### src/rtl/frame_bus_arbiter.sv
// frame_bus_arbiter: round-robin arbiter of NUM_CH frame FIFO channels onto a
// single burst memory port. Writers drain their FIFO into memory and readers
// refill theirs from memory. Each channel walks its own frame region, and only
// one burst is in flight at a time.

// Per-channel view: next burst length, eligibility and burst start address.
module frame_bus_arbiter_lane #(
    parameter int          CH_IDX       = 0,
    parameter bit          IS_READ      = 1'b0,
    parameter int          ADDR_W       = 24,
    parameter int          USEDW_W      = 9,
    parameter int          OFF_W        = 17,
    parameter int          FIFO_DEPTH   = 512,
    parameter int          BURST_LEN    = 64,
    parameter int          FRAME_WORDS  = 76800,
    parameter int          FRAME_STRIDE = 131072
) (
    input  logic               enable,
    input  logic               done,
    input  logic [USEDW_W-1:0] usedw,
    input  logic [OFF_W-1:0]   offset,
    output logic [7:0]         len,
    output logic               eligible,
    output logic [ADDR_W-1:0]  addr
);
    logic [31:0] remain;
    logic [31:0] avail;

    // Burst is the lesser of BURST_LEN and what is left of the frame; a
    // writer needs that many words queued, a reader that much free space.
    always_comb begin
        remain   = 32'(FRAME_WORDS) - 32'(offset);
        len      = (remain >= 32'(BURST_LEN)) ? 8'(BURST_LEN) : remain[7:0];
        avail    = IS_READ ? (32'(FIFO_DEPTH) - 32'(usedw)) : 32'(usedw);
        eligible = enable & ~done & (len != 8'd0) & (avail >= 32'(len));
        addr     = ADDR_W'(CH_IDX * FRAME_STRIDE) + ADDR_W'(offset);
    end
endmodule

module frame_bus_arbiter #(
    parameter int                 NUM_CH       = 2,
    parameter logic [NUM_CH-1:0]  CH_IS_READ   = 2'b10,
    parameter int                 DATA_W       = 32,
    parameter int                 ADDR_W       = 24,
    parameter int                 USEDW_W      = 9,
    parameter int                 FIFO_DEPTH   = 512,
    parameter int                 BURST_LEN    = 64,
    parameter int                 FRAME_WORDS  = 76800,
    parameter int                 FRAME_STRIDE = 131072
) (
    input  logic                        ctrl_clk,
    input  logic                        reset,
    input  logic                        frame_start,
    input  logic [NUM_CH-1:0]           ch_enable,
    input  logic [NUM_CH*USEDW_W-1:0]   fifo_usedw,
    input  logic [NUM_CH*DATA_W-1:0]    fifo_q,
    output logic [NUM_CH-1:0]           fifo_pop,
    output logic [NUM_CH-1:0]           fifo_push,
    output logic [DATA_W-1:0]           fifo_d,
    output logic                        mem_cmd_valid,
    input  logic                        mem_cmd_ready,
    output logic                        mem_cmd_write,
    output logic [ADDR_W-1:0]           mem_cmd_addr,
    output logic [7:0]                  mem_cmd_len,
    output logic [DATA_W-1:0]           mem_wdata,
    input  logic                        mem_wready,
    input  logic [DATA_W-1:0]           mem_rdata,
    input  logic                        mem_rvalid,
    output logic [NUM_CH-1:0]           frame_done,
    output logic                        busy
);
    localparam int CH_W  = (NUM_CH > 1) ? $clog2(NUM_CH) : 1;
    localparam int OFF_W = $clog2(FRAME_WORDS + 1);

    typedef enum logic [2:0] {S_IDLE, S_ARB, S_CMD, S_WDATA, S_RDATA} state_t;

    typedef struct packed {
        logic [CH_W-1:0]   ch;
        logic              write;
        logic [ADDR_W-1:0] addr;
        logic [7:0]        len;
    } burst_t;

    state_t                          state, state_nxt;
    burst_t                          cur;
    logic [CH_W-1:0]                 rr_ptr;
    logic [7:0]                      beat_cnt;
    logic [NUM_CH-1:0][OFF_W-1:0]    offsets;
    logic [NUM_CH-1:0]               done;
    logic                            rewind_pend;

    logic [NUM_CH-1:0][USEDW_W-1:0]  usedw_a;
    logic [NUM_CH-1:0][DATA_W-1:0]   fifo_q_a;
    logic [NUM_CH-1:0][7:0]          lane_len;
    logic [NUM_CH-1:0][ADDR_W-1:0]   lane_addr;
    logic [NUM_CH-1:0]               lane_elig;

    logic                            arb_found;
    logic [CH_W-1:0]                 arb_idx;
    logic [CH_W-1:0]                 rr_next;
    logic                            beat_fire;
    logic                            last_beat;
    logic [OFF_W-1:0]                off_sum;

    assign usedw_a  = fifo_usedw;
    assign fifo_q_a = fifo_q;

    for (genvar i = 0; i < NUM_CH; i++) begin : g_lane
        frame_bus_arbiter_lane #(
            .CH_IDX       (i),
            .IS_READ      (CH_IS_READ[i]),
            .ADDR_W       (ADDR_W),
            .USEDW_W      (USEDW_W),
            .OFF_W        (OFF_W),
            .FIFO_DEPTH   (FIFO_DEPTH),
            .BURST_LEN    (BURST_LEN),
            .FRAME_WORDS  (FRAME_WORDS),
            .FRAME_STRIDE (FRAME_STRIDE)
        ) u_lane (
            .enable   (ch_enable[i]),
            .done     (done[i]),
            .usedw    (usedw_a[i]),
            .offset   (offsets[i]),
            .len      (lane_len[i]),
            .eligible (lane_elig[i]),
            .addr     (lane_addr[i])
        );
    end

    // Round-robin pick: first eligible channel at or after rr_ptr. The scan
    // runs from farthest to nearest so the nearest match is the one kept.
    always_comb begin
        arb_found = 1'b0;
        arb_idx   = '0;
        for (int k = NUM_CH - 1; k >= 0; k--) begin
            if (lane_elig[(int'(rr_ptr) + k) % NUM_CH]) begin
                arb_found = 1'b1;
                arb_idx   = CH_W'((int'(rr_ptr) + k) % NUM_CH);
            end
        end
        rr_next = CH_W'((int'(arb_idx) + 1) % NUM_CH);
    end

    // Beat bookkeeping shared by the write and read data phases.
    always_comb begin
        beat_fire = ((state == S_WDATA) && mem_wready) ||
                    ((state == S_RDATA) && mem_rvalid);
        last_beat = beat_fire && (beat_cnt == (cur.len - 8'd1));
        off_sum   = offsets[cur.ch] + OFF_W'(cur.len);
    end

    // State register.
    always_ff @(posedge ctrl_clk or posedge reset) begin
        if (reset) state <= S_IDLE;
        else       state <= state_nxt;
    end

    // Next state and port outputs; a finished burst goes straight back to ARB.
    always_comb begin
        state_nxt     = state;
        mem_cmd_valid = 1'b0;
        mem_cmd_write = cur.write;
        mem_cmd_addr  = cur.addr;
        mem_cmd_len   = cur.len;
        mem_wdata     = '0;
        fifo_d        = '0;
        fifo_pop      = '0;
        fifo_push     = '0;
        busy          = (state != S_IDLE);
        case (state)
            S_IDLE:  if (|lane_elig) state_nxt = S_ARB;
            S_ARB:   state_nxt = arb_found ? S_CMD : S_IDLE;
            S_CMD: begin
                mem_cmd_valid = 1'b1;
                if (mem_cmd_ready) state_nxt = cur.write ? S_WDATA : S_RDATA;
            end
            S_WDATA: begin
                mem_wdata = fifo_q_a[cur.ch];
                fifo_pop[cur.ch] = mem_wready;
                if (last_beat) state_nxt = S_ARB;
            end
            S_RDATA: begin
                fifo_d = mem_rdata;
                fifo_push[cur.ch] = mem_rvalid;
                if (last_beat) state_nxt = S_ARB;
            end
            default: state_nxt = S_IDLE;
        endcase
    end

    // Grant latch: command fields are frozen at ARB so they stay stable in CMD.
    always_ff @(posedge ctrl_clk or posedge reset) begin
        if (reset) begin
            cur      <= '0;
            rr_ptr   <= '0;
            beat_cnt <= '0;
        end else begin
            if ((state == S_ARB) && arb_found) begin
                cur.ch    <= arb_idx;
                cur.write <= ~CH_IS_READ[arb_idx];
                cur.addr  <= lane_addr[arb_idx];
                cur.len   <= lane_len[arb_idx];
                rr_ptr    <= rr_next;
                beat_cnt  <= '0;
            end else if (beat_fire) begin
                beat_cnt  <= beat_cnt + 8'd1;
            end
        end
    end

    // Frame progress. A rewind that lands while a burst is committed is held
    // until that burst ends, so the burst finishes at its old address and the
    // channel neither completes its frame nor pulses frame_done.
    always_ff @(posedge ctrl_clk or posedge reset) begin
        if (reset) begin
            offsets     <= '0;
            done        <= '0;
            frame_done  <= '0;
            rewind_pend <= 1'b0;
        end else begin
            frame_done <= '0;
            if (frame_start && ((state == S_IDLE) || (state == S_ARB))) begin
                offsets <= '0;
                done    <= '0;
            end
            if (last_beat) begin
                rewind_pend <= 1'b0;
                if (rewind_pend || frame_start) begin
                    offsets <= '0;
                    done    <= '0;
                end else begin
                    offsets[cur.ch] <= off_sum;
                    if (off_sum == OFF_W'(FRAME_WORDS)) begin
                        done[cur.ch]       <= 1'b1;
                        frame_done[cur.ch] <= 1'b1;
                    end
                end
            end else if (frame_start &&
                         ((state == S_CMD) || (state == S_WDATA) ||
                          (state == S_RDATA) || ((state == S_ARB) && arb_found))) begin
                rewind_pend <= 1'b1;
            end
        end
    end
endmodule
### config.mk
export PLATFORM = sky130hd
export DESIGN_NAME = frame_bus_arbiter
export DESIGN_NICKNAME = d
export VERILOG_FILES = /design/src/rtl/frame_bus_arbiter.sv
export SDC_FILE = /design/constraint.sdc
export NUM_CORES = 1
export LEC_CHECK = 0
export BUFFER_PORTS_ARGS = -buffer_cell sky130_fd_sc_hd__buf_4
export CORE_ASPECT_RATIO = 1.75
export CORE_MARGIN = 2
export CORE_UTILIZATION = 40
export CTS_BUF_LIST = sky130_fd_sc_hd__clkbuf_8
export CTS_CLUSTER_DIAMETER = 80
export DETAILED_ROUTE_END_ITERATION = 12
export PLACE_DENSITY = 0.71
export SYNTH_ARGS = -nofsm -noshare
export SYNTH_HDL_FRONTEND = slang
export SYNTH_HIERARCHICAL = 1
export SYNTH_SLANG_ARGS = --single-unit
### constraint.sdc
create_clock -name ctrl_clk -period 8.6 [get_ports ctrl_clk]
set_input_delay 0.86 -clock ctrl_clk [delete_from_list [all_inputs] [get_ports ctrl_clk]]
set_output_delay 0.86 -clock ctrl_clk [all_outputs]
set_load 0.05 [all_outputs]
==> results of run 1 <==
[final cells by class]
| type | count | area share |
|---|---|---|
| Timing Repair Buffer | 233 | 0.188 |
| Inverter | 26 | 0.0106 |
| Clock inverter | 7 | 0.00645 |
| Sequential cell | 84 | 0.226 |
| Clock buffer | 9 | 0.0133 |
| Tap cell | 245 | 0.0329 |
| Multi-Input combinational cell | 698 | 0.523 |
[kinds of logic (layout without fill, tap and decap cells)]
kind of cell / Yosys count / count (layout) / share of synthesized area
AO/OA/AOI/OAI: 196 / 196 / 0.191
XOR/XNOR: 39 / 39 / 0.0433
adder cells (fa/ha/maj): 32 / 32 / 0.0518
buffers and inverters: 156 / 275 / 0.123
flip-flops: 84 / 84 / 0.267
multiplexers: 54 / 54 / 0.0700
other: 4 / 18 / 0.00190
AND/OR/NAND/NOR: 359 / 359 / 0.253
[power by group]
part           internal, mW  switching [mW]
clock network         0.110           0.163
logic                 0.298           0.592
registers             0.433          0.0706
[synth_stat cells, types with 11 or more instances]
| master | number | area (um^2) |
|---|---|---|
| ha_1 | 31 | 388 |
| a221o_1 | 30 | 300 |
| xor2_1 | 16 | 140 |
| inv_1 | 25 | 93.8 |
| a22o_1 | 19 | 166 |
| nand3_1 | 24 | 120 |
| mux2i_1 | 45 | 450 |
| a21o_1 | 12 | 90.1 |
| nor4_1 | 11 | 68.8 |
| nor2_1 | 87 | 327 |
| clkbuf_1 | 27 | 101 |
| dfrtp_1 | 84 | 2100 |
| a21oi_1 | 20 | 100 |
| a31oi_1 | 11 | 68.8 |
| buf_4 | 87 | 653 |
| nor3_1 | 20 | 100 |
| nand2_1 | 53 | 199 |
| and2_1 | 38 | 238 |
| xnor2_1 | 23 | 201 |
| and3_1 | 45 | 282 |
| o21ai_0 | 35 | 175 |
| nand2b_1 | 14 | 87.6 |
[worst register-to-register path, stage by stage (launching register included)]
cell      delay, ps
dfrtp_1         480
inv_1           120
ha_1            200
nor3b_1         610
nand2_1         110
o31ai_1         330
o211ai_1        230
nor4_4          620
and2_1          230
ha_1            220
nand2b_1        140
a21o_1          170
a21oi_1         130
o21ai_0         100
a211oi_1        380
nor4b_1         130
nor2_1          210
nor2_2          110
buf_4           240
or3_1           400
a21oi_1         150
nor2_1           50
[final timing paths]
check                                 start               end  slack [ps]  depth (start not counted)
max                              offsets[0]       rewind_pend        3120                         21
min                        mem_cmd_addr[18]  mem_cmd_addr[18]         520                          1
max reg2reg                      offsets[0]       rewind_pend        3120                         21
min reg2reg                mem_cmd_addr[18]  mem_cmd_addr[18]         520                          1
max in group asynchronous             reset           cur[33]        6990                          3
min in group asynchronous             reset  mem_cmd_addr[11]         540                          2
[per-stage QoR]
step	power, mW	hold WS [ps]	util	setup WS (ps)	std cells
finish	1.67	521	0.476	3120	1302
CTS	1.67	526	0.476	3100	1302
floorplan	1.17	456	-	3960	938
detailed placement	1.40	506	0.467	3100	1286
global route	1.75	547	0.476	2680	1302
global placement	1.40	489	0.467	3170	1286
[placed cells by master (no fill, tap or decap), types with 8 or more instances in the layout]
master,instances
a211oi_1,10
a21o_1,12
a21oi_1,20
a221o_1,30
a22o_1,19
a31oi_1,11
and2_1,38
and3_1,45
buf_4,233
clkbuf_8,9
conb_1,18
dfrtp_1,83
ha_1,31
inv_1,25
mux2_2,9
mux2i_1,45
nand2_1,53
nand2b_1,14
nand3_1,24
nand3b_1,9
nand4_1,10
nor2_1,85
nor3_1,20
nor4_1,11
o211ai_1,8
o21ai_0,34
xnor2_1,23
xor2_1,16
[metal layers]
| metal | up-vias | wire length (um) | track usage |
|---|---|---|---|
| met5 | - | 0 | 0 |
| met4 | 0 | 849 | 0.0918 |
| met3 | 52 | 1900 | 0.0555 |
| met2 | 307 | 13400 | 0.425 |
| met1 | 3584 | 9890 | 0.291 |
| li1 | 3534 | - | - |
[sequential cells by signal, summed over array words and instances (netlist names)]
signal and cells:
mem_cmd_write 1, frame_done 2, done 2, mem_cmd_len 8, beat_cnt 8, state 3, rewind_pend 1, mem_cmd_addr 24
offsets 34, cur 1
==> summary.md, run 1 <==
| Metric | Value |
|---|---|
| Syn Inst Count | `924` |
| CTS tree | `done` |
| Hold Buf Count CTS | `0` |
| Die height | `190 um` |
| Area growth syn-to-layout | `18.2%` |
| Total Routing Usage GR | `0.246` |
| CP endpoint kind | `flop` |
| Number of max-cap violations | `0` |
| Distinct cell type count after synthesis | `86` |
| Worst EP required | `8840 ps` |
| Setup-failing EPs final | `0` |
| Run status | `complete, no violations` |
| Largest net degree at the start of global routing | `52` |
| Area after DPL | `around 9000 um^2` |
| Synth Flop Type | `dfrtp_1` |
| Critical path type | `flop to flop` |
| Slowest cell on the critical path | `nor4_4` |
| DR vias | `7477` |
| Vias per cell | `5.74` |
| Vias in the first global route | `7196` |
| Fraction of registers with async set/reset | `1.00` |
| Clock Skew | `around 21 ps` |
| Synthesized area per cell | `8.53 um^2` |
| Drt pass-1 iters | `7` |
| Layout cells sized above 1 | `0.272` |
| Crit-path max FO | `36` |
| Nets@finish | `1206` |
| Number of flops mapped to enable cells by yosys | `0` |
| H-Tree Depth | `3` |
| Initial Util | `0.403` |
| ANT nets after route | `0` |
| Placer Congestion | `0.922` |
| Rows | `68` |
| RSZ-0062 raised after global routing | `no` |
| Critical path cell sequence | `inv_1 > ha_1 > nor3b_1 > nand2_1 > o31ai_1 > o211ai_1 > nor4_4 > and2_1 > ha_1 > nand2b_1 > a21o_1 > a21oi_1 > o21ai_0 > a211oi_1 > nor4b_1 > nor2_1 > nor2_2 > buf_4 > or3_1 > a21oi_1 > nor2_1` |
| Dpl hpwl | `20700 um` |
| Post-cts resize count | `0` |
| Final period util | `0.637` |
| Cell family with most CP delay | `simple AND/OR/NAND/NOR gates` |
| CORE AREA | `19600 um^2` |
| Setup TNS | `0 ps` |
| Sequential fraction of the synthesis area | `0.267` |
| Post-DR wirelength/cell | `20.0 um` |
| Clock latency on the worst-skew pair | `370 ps` |
| I/O Buffers | `226` |
| Gr ovfl total | `0` |
| Relative slew margins | `0.243` |
| Yosys reg bits | `84` |
| Worst Tran Pin Value | `1130 ps` |
| Tmin final | `5480 ps` |
| Max-slew violations | `0` |
| CTS clock-pin slew for the worst setup and hold paths | `110 ps` |
| Register area | `2110 um^2` |
| Clk root buf | `clkbuf_8` |
| Cell area after synthesis | `7880 um^2` |
| Syn. warnings | `6` |
| Worst path max stage delay | `620 ps` |
| Leak | `4.52 nW` |
| Max Clk Rate | `183 MHz` |
| Initial drt markers | `631` |
| Final Hold Viols | `0` |
| Buf+Inv Stages, Crit Path | `2` |
| Critical Path AT | `5720 ps` |
| CTS Buffer Depth | `2` |
| Fillers | `1913` |
| N_diodes | `0` |
| Initial antenna violation count | `0` |
| Drt drc | `0` |
| WL final | `26100 um` |
| Sink Count | `84` |
| Worst hold path class | `flop to flop` |
| Critical Path Start Type | `flop` |
| Peak VDD IR | `0.125 mV` |
| Die Wd | `110 um` |
| Post-route cell area | `approximately 9300 um^2` |
| Postcts setup bufs | `0` |
| Global-route wire length before repair | `39500 um` |
| Power Density | `179 nW/um^2` |
| Total I/O pin count | `approximately 230` |
| Die area | `20900 um^2` |
| Area of the multi-input gates | `4870 um^2` |
| CTS Buf Count | `9` |
(Power assumes the default switching activity.)
==> inputs of run 2 (changes only) <==
- ABC_AREA: default -> 1
- PLACE_DENSITY: 0.71 -> 0.7
- clock period: 8.6 -> 5.2 ns (I/O delays scaled with it)
==> run 2 against run 1 <==
Against the previous run:
- power increased by 70%
- combinational power grew 72%
- die area increased by 8.1%
- area after synthesis increased by 8.3%
- setup slack got worse by 2600 ps
- highest routed layer unchanged
==> summary.md, run 2 <==
| Metric | Value |
|---|---|
| Worst r2r path cells | `27` |
| Leak | `5.84 nW` |
| Sink Count | `84` |
| Gr ovfl total | `0` |
| Layout cells sized above 1 | `0.222` |
| CP endpoint kind | `flop` |
| Largest reg by FF count | `offsets` |
| Setup WS post-layout | `529 ps` |
| Nets@finish | `between 1.5k and 2k` |
| Switch Pwr | `1.41 mW` |
| WL final | `27400 um` |
| Hold Buf Count CTS | `0` |
| Vias per cell | `~5` |
| Final Instance Count excl. Fillers | `1807` |
| Tmin final | `4670 ps` |
| Worst hold path class | `primary input to async pin` |
| H-Tree Depth | `3` |
| Combinational power share | `0.542` |
| Critical Path AT | `4960 ps` |
| Critical Path Start Type | `flop` |
| Crit-path max FO | `46` |
| Reg power frac | `0.274` |
| Critical path type | `flop to flop` |
| ANT nets after route | `0` |
| R2R Path Start | `offsets[0]` |
| Distinct cell type count after synthesis | `44` |
| Synthesized area per cell | `6.06 um^2` |
| Clk root buf | `clkbuf_8` |
| Total I/O pin count | `227` |
| Post-DR wirelength/cell | `between 15 and 20 um` |
| Int Pwr | `roughly 1.4 mW` |
| CORE AREA | `20900 um^2` |
| Drt pass-1 iters | `7` |
| Fillers | `2152` |
| Number of max-cap violations | `0` |
| CTS Buf Count | `9` |
| Clock network fraction of total power | `0.184` |
| Net Sw Frac | `0.499` |
| Initial drt markers | `~420` |
| Die height | `197 um` |
| Cell family with most CP delay | `simple AND/OR/NAND/NOR gates` |
| Most frequent cells after synthesis | `nand2_1, inv_1, nand3_1, nor2_1, buf_4` |
| R2R setup slack | `530 ps` |
| I/O Buffers | `226` |
| Initial Util | `0.408` |
| CTS clock-pin slew for the worst setup and hold paths | `90 ps` |
| Largest register FFs | `34` |
| Slowest cell on the critical path | `buf_4` |
| Postcts setup bufs | `0` |
| RSZ-0062 raised after global routing | `no` |
| Initial antenna violation count | `0` |
| Yosys reg bits | `84` |
| Setup TNS | `0 ps` |
| Largest net degree at the start of global routing | `65` |
| Post-cts resize count | `0` |
| N_diodes | `0` |
| Worst path max stage delay | `450 ps` |
| Peak VDD IR | `roughly 0.23 mV` |
| Power Density | `279 nW/um^2` |
| Placed instance count | `1791` |
| Fraction of registers with async set/reset | `1.00` |
| Dpl hpwl | `around 22000 um` |
| CTS Buffer Depth | `2` |
| Max-slew violations | `0` |
| Clock Skew | `11.7 ps` |
| DR vias | `9041` |
| Synth area leader | `dfrtp_1` |
| Rows | `70` |
| Clock latency on the worst-skew pair | `370 ps` |
| Run status | `complete, no violations` |
| Synth area leaders | `dfrtp_1, nand2_1, inv_1, buf_4, nand3_1` |
| Count leader, synth | `nand2_1` |
| Area of the multi-input gates | `just under 5000 um^2` |
| Final period util | `0.898` |
| Yosys top cell area share | `0.246` |
| Setup-failing EPs final | `0` |
| Worst Tran Pin Value | `739 ps` |
| Commonest non-fill, non-tap cell in the layout | `nand2_1` |
| Drt drc | `0` |
| Syn Inst Count | `1409` |
| RR Endpoint | `mem_cmd_len[2]` |
| Final Hold Viols | `0` |
| Register area | `between 2000 and 2500 um^2` |
| Worst EP required | `5490 ps` |
| Worst slack, placed | `473 ps` |
| Number of flops mapped to enable cells by yosys | `0` |
| Die area | `22600 um^2` |
| CTS tree | `done` |
| Placer Congestion | `0.916` |
| Syn. warnings | `6` |
| Sequential fraction of the synthesis area | `0.246` |
| Area growth syn-to-layout | `18.5%` |
| Relative slew margins | `0.506` |
| Total Routing Usage GR | `0.243` |
| Synth Flop Type | `dfrtp_1` |
| Die Wd | `114 um` |
| Global-route wire length before repair | `43400 um` |
| Vias in the first global route | `between 8k and 9k` |
| Buf+Inv Stages, Crit Path | `3` |
| Cell area after synthesis | `about 8500 um^2` |
| Most frequent cells in the layout | `nand2_1, buf_4, inv_1, nand3_1, nor2_1` |
| Max Clk Rate | `214 MHz` |
[run 2: how the worst max path moves through the flow]
stage                     from        endpoint  slack, ps  cells past startpoint
finish              offsets[0]  mem_cmd_len[2]        530                     27
global route        offsets[0]  mem_cmd_len[4]         90                     27
CTS                 offsets[0]  mem_cmd_len[2]        450                     27
detailed placement  offsets[0]  mem_cmd_len[2]        470                     27
global placement    offsets[0]  mem_cmd_len[2]        560                     27
floorplan           offsets[0]  mem_cmd_len[0]       1480                     28
[run 2: final cells by class]
cell class | instances | area share
Timing Repair Buffer | 236 | 0.175
Clock buffer | 9 | 0.0122
Sequential cell | 84 | 0.208
Inverter | 207 | 0.0769
Clock inverter | 7 | 0.00903
Tap cell | 252 | 0.0312
Multi-Input combinational cell | 1012 | 0.488
[run 2: power groups by stage]
stage / registers, mW / logic, mW / clock network (mW)
final: 0.774 / 1.53 / 0.521
after global routing: 0.784 / 1.67 / 0.555
after CTS: 0.775 / 1.54 / 0.530
after detailed placement: 0.786 / 1.54 / 0
after global placement: 0.788 / 1.52 / 0
after floorplan: 0.778 / 1.12 / 0
[run 2: kinds of logic (layout without fill, tap and decap cells)]
kind of cell / count (synthesis) / after routing / synth area share
AOI/OAI and AO/OA: 101 / 101 / 0.0660
xor gates and xnor gates: 14 / 14 / 0.0144
adders and majority gates: 32 / 32 / 0.0478
buffers and inverters: 327 / 459 / 0.183
DFF: 84 / 84 / 0.246
other: 4 / 18 / 0.00176
and+or+nand+nor: 847 / 847 / 0.441
[run 2: routing by layer]
metal / vias up / global-route usage / share of wire
met4: 0 / 0.149 / 0.063
met1: 4062 / 0.242 / 0.35
met3: 86 / 0.0338 / 0.052
met2: 344 / 0.463 / 0.53
met5: - / 0 / 0
li1: 4549 / - / -
[run 2: per-stage QoR]
stage | cell area, um^2 | hold WS [ps] | utilization | power, mW
after floorplan | 8590 | 466 | - | 1.90
after global placement | 9900 | 485 | 0.473 | 2.31
after detailed placement | 9900 | 486 | 0.473 | 2.32
after CTS | 10100 | 276 | 0.483 | 2.84
after global routing | 10100 | 302 | 0.483 | 3.01
final | 10100 | 249 | 0.483 | 2.83
==> inputs of run 3 (changes only) <==
- clock period: 5.2 -> 5.1 ns (I/O delays scaled with it)
==> run 3 against run 2 <==
Against the previous run:
- routed wire length is 1.2% lower
- cell count hardly changed
- global-route usage hardly changed
- first-iteration DRC count is 13% higher
- core utilization is 0.19 points lower
- non-clock buffer count is 1 lower
- worst hold slack worse by 10 ps
- critical path depth stayed put
- via count is 0.25% higher
- combinational power hardly changed
- sequential power is 5.0% higher
- clock power is 11% lower
- largest power group unchanged
- highest routed layer unchanged
==> summary.md, run 3 (same netlist as run 2, synthesis figures left out) <==
| Metric | Value |
|---|---|
| Nets@finish | `between 1.5k and 2k` |
| Commonest non-fill, non-tap cell in the layout | `nand2_1` |
| DR vias | `around 9.1k` |
| Die area | `22600 um^2` |
| Die height | `197 um` |
| Critical Path AT | `4910 ps` |
| Max Clk Rate | `217 MHz` |
| CTS clock-pin slew for the worst setup and hold paths | `90 ps` |
| Post-layout util | `0.481` |
| Vias per cell | `5.02` |
| Final Instance Count excl. Fillers | `1806` |
| Fillers | `2205` |
| Stages on worst setup path | `27` |
| Setup WS post-layout | `~480 ps` |
| Worst Tran Pin Value | `1080 ps` |
| WL final | `27100 um` |
| R2R setup slack | `roughly 480 ps` |
| Power Density | `~280 nW/um^2` |
| Drt drc | `0` |
| N_diodes | `0` |
| Largest register FFs | `34` |
| Worst path max stage delay | `450 ps` |
| CTS Buffer Depth | `2` |
| Final period util | `0.905` |
| Clock Skew | `between 10 and 15 ps` |
| Setup-failing EPs final | `0` |
| Postcts setup bufs | `0` |
| Crit-path max FO | `46` |
| Post-cts resize count | `0` |
| I/O Buffers | `roughly 230` |
| Worst slack, placed | `543 ps` |
| Run status | `complete, no violations` |
| Register area | `between 2000 and 2500 um^2` |
| Clk root buf | `clkbuf_8` |
| Buf+Inv Stages, Crit Path | `3` |
| Net Sw Frac | `0.520` |
| Worst r2r path cells | `27` |
| Critical path type | `flop to flop` |
| CTS tree | `done` |
| Post-DR wirelength/cell | `15.0 um` |
| Clock latency on the worst-skew pair | `380 ps` |
| Global-route wire length before repair | `around 43000 um` |
| Worst EP required | `5390 ps` |
| Leak | `5.81 nW` |
| Largest net degree at the start of global routing | `54` |
| Tmin final | `4620 ps` |
| CORE AREA | `20900 um^2` |
| Initial Util | `0.408` |
| Gr ovfl total | `0` |
| CP endpoint kind | `flop` |
| CTS Buf Count | `9` |
| H-Tree Depth | `3` |
| Int Pwr | `approximately 1.3 mW` |
| Final Hold Viols | `0` |
| Peak VDD IR | `0.212 mV` |
| Setup TNS | `0 ps` |
| Cell family with most CP delay | `simple AND/OR/NAND/NOR gates` |
| Area growth syn-to-layout | `18.1%` |
| Layout cells sized above 1 | `0.222` |
| ANT nets after route | `0` |
| Number of max-cap violations | `0` |
| Placer Congestion | `0.943` |
| Rows | `70` |
| Max-slew violations | `0` |
| Largest reg by FF count | `offsets` |
| Dpl hpwl | `22000 um` |
| RSZ-0062 raised after global routing | `no` |
| Drt pass-1 iters | `6` |
| Die Wd | `114 um` |
| Slowest cell on the critical path | `dfrtp_1` |
| Initial drt markers | `475` |
| Relative slew margins | `0.281` |
| Worst hold path class | `primary input to async pin` |
| Initial antenna violation count | `0` |
| Reg power frac | `0.290` |
| Vias in the first global route | `around 9k` |
| Most frequent cells in the layout | `nand2_1, buf_4, inv_1, nand3_1, nor2_1` |
| Placed instance count | `~1.8k` |
| Clock network fraction of total power | `0.165` |
| RR Endpoint | `mem_cmd_len[6]` |
| Combinational power share | `0.546` |
| Switch Pwr | `1.46 mW` |
| Area of the multi-input gates | `4930 um^2` |
| Hold Buf Count CTS | `0` |
| R2R Path Start | `offsets[0]` |
| Total I/O pin count | `227` |
| Critical Path Start Type | `flop` |
| Total Routing Usage GR | `0.243` |
| Sink Count | `84` |
run 3: cell types whose count changed in the layout (fill, tap and decap cells not counted), sizes merged:
cell | before | now
buf | 236 | 235
inv | 206 | 207
clkinv | 6 | 5
clkinvlp | 0 | 2
bufinv | 2 | 0
run 3: cell type report:
| class | instances | share of cell area |
|---|---|---|
| inverters | 207 | 0.0772 |
| well taps | 252 | 0.0313 |
| clock inverters | 7 | 0.00583 |
| clock buffers | 9 | 0.0123 |
| repair buffers | 235 | 0.175 |
| multi-input cells | 1012 | 0.490 |
| flip-flops and latches | 84 | 0.209 |
run 3: worst max-delay path by stage:
stage                     endpoint  startpoint  slack [ps]
floorplan           mem_cmd_len[0]  offsets[0]        1380
global placement    mem_cmd_len[6]  offsets[0]         640
detailed placement  mem_cmd_len[6]  offsets[0]         540
CTS                 mem_cmd_len[6]  offsets[0]         520
global route        mem_cmd_len[6]  offsets[0]          50
finish              mem_cmd_len[6]  offsets[0]         480
run 3: through the flow:
step / instance area (um^2) / power (mW) / hold slack (ps)
global placement: 9900 / 2.35 / 485
global route: 10100 / 3.01 / 298
detailed placement: 9900 / 2.37 / 490
CTS: 10100 / 2.83 / 267
floorplan: 8590 / 1.93 / 466
finish: 10100 / 2.81 / 238
run 3: routing by layer:
metal,track usage,part of all wire
met5,0,0
met4,0.148,0.066
met3,0.0347,0.058
met2,0.457,0.53
met1,0.247,0.35
run 3: power by group through the flow:
stage	registers, mW	clock network [mW]	logic (mW)
floorplan	0.793	0	1.14
global placement	0.823	0	1.52
detailed placement	0.826	0	1.54
CTS	0.813	0.472	1.55
global route	0.823	0.496	1.69
finish	0.813	0.462	1.53
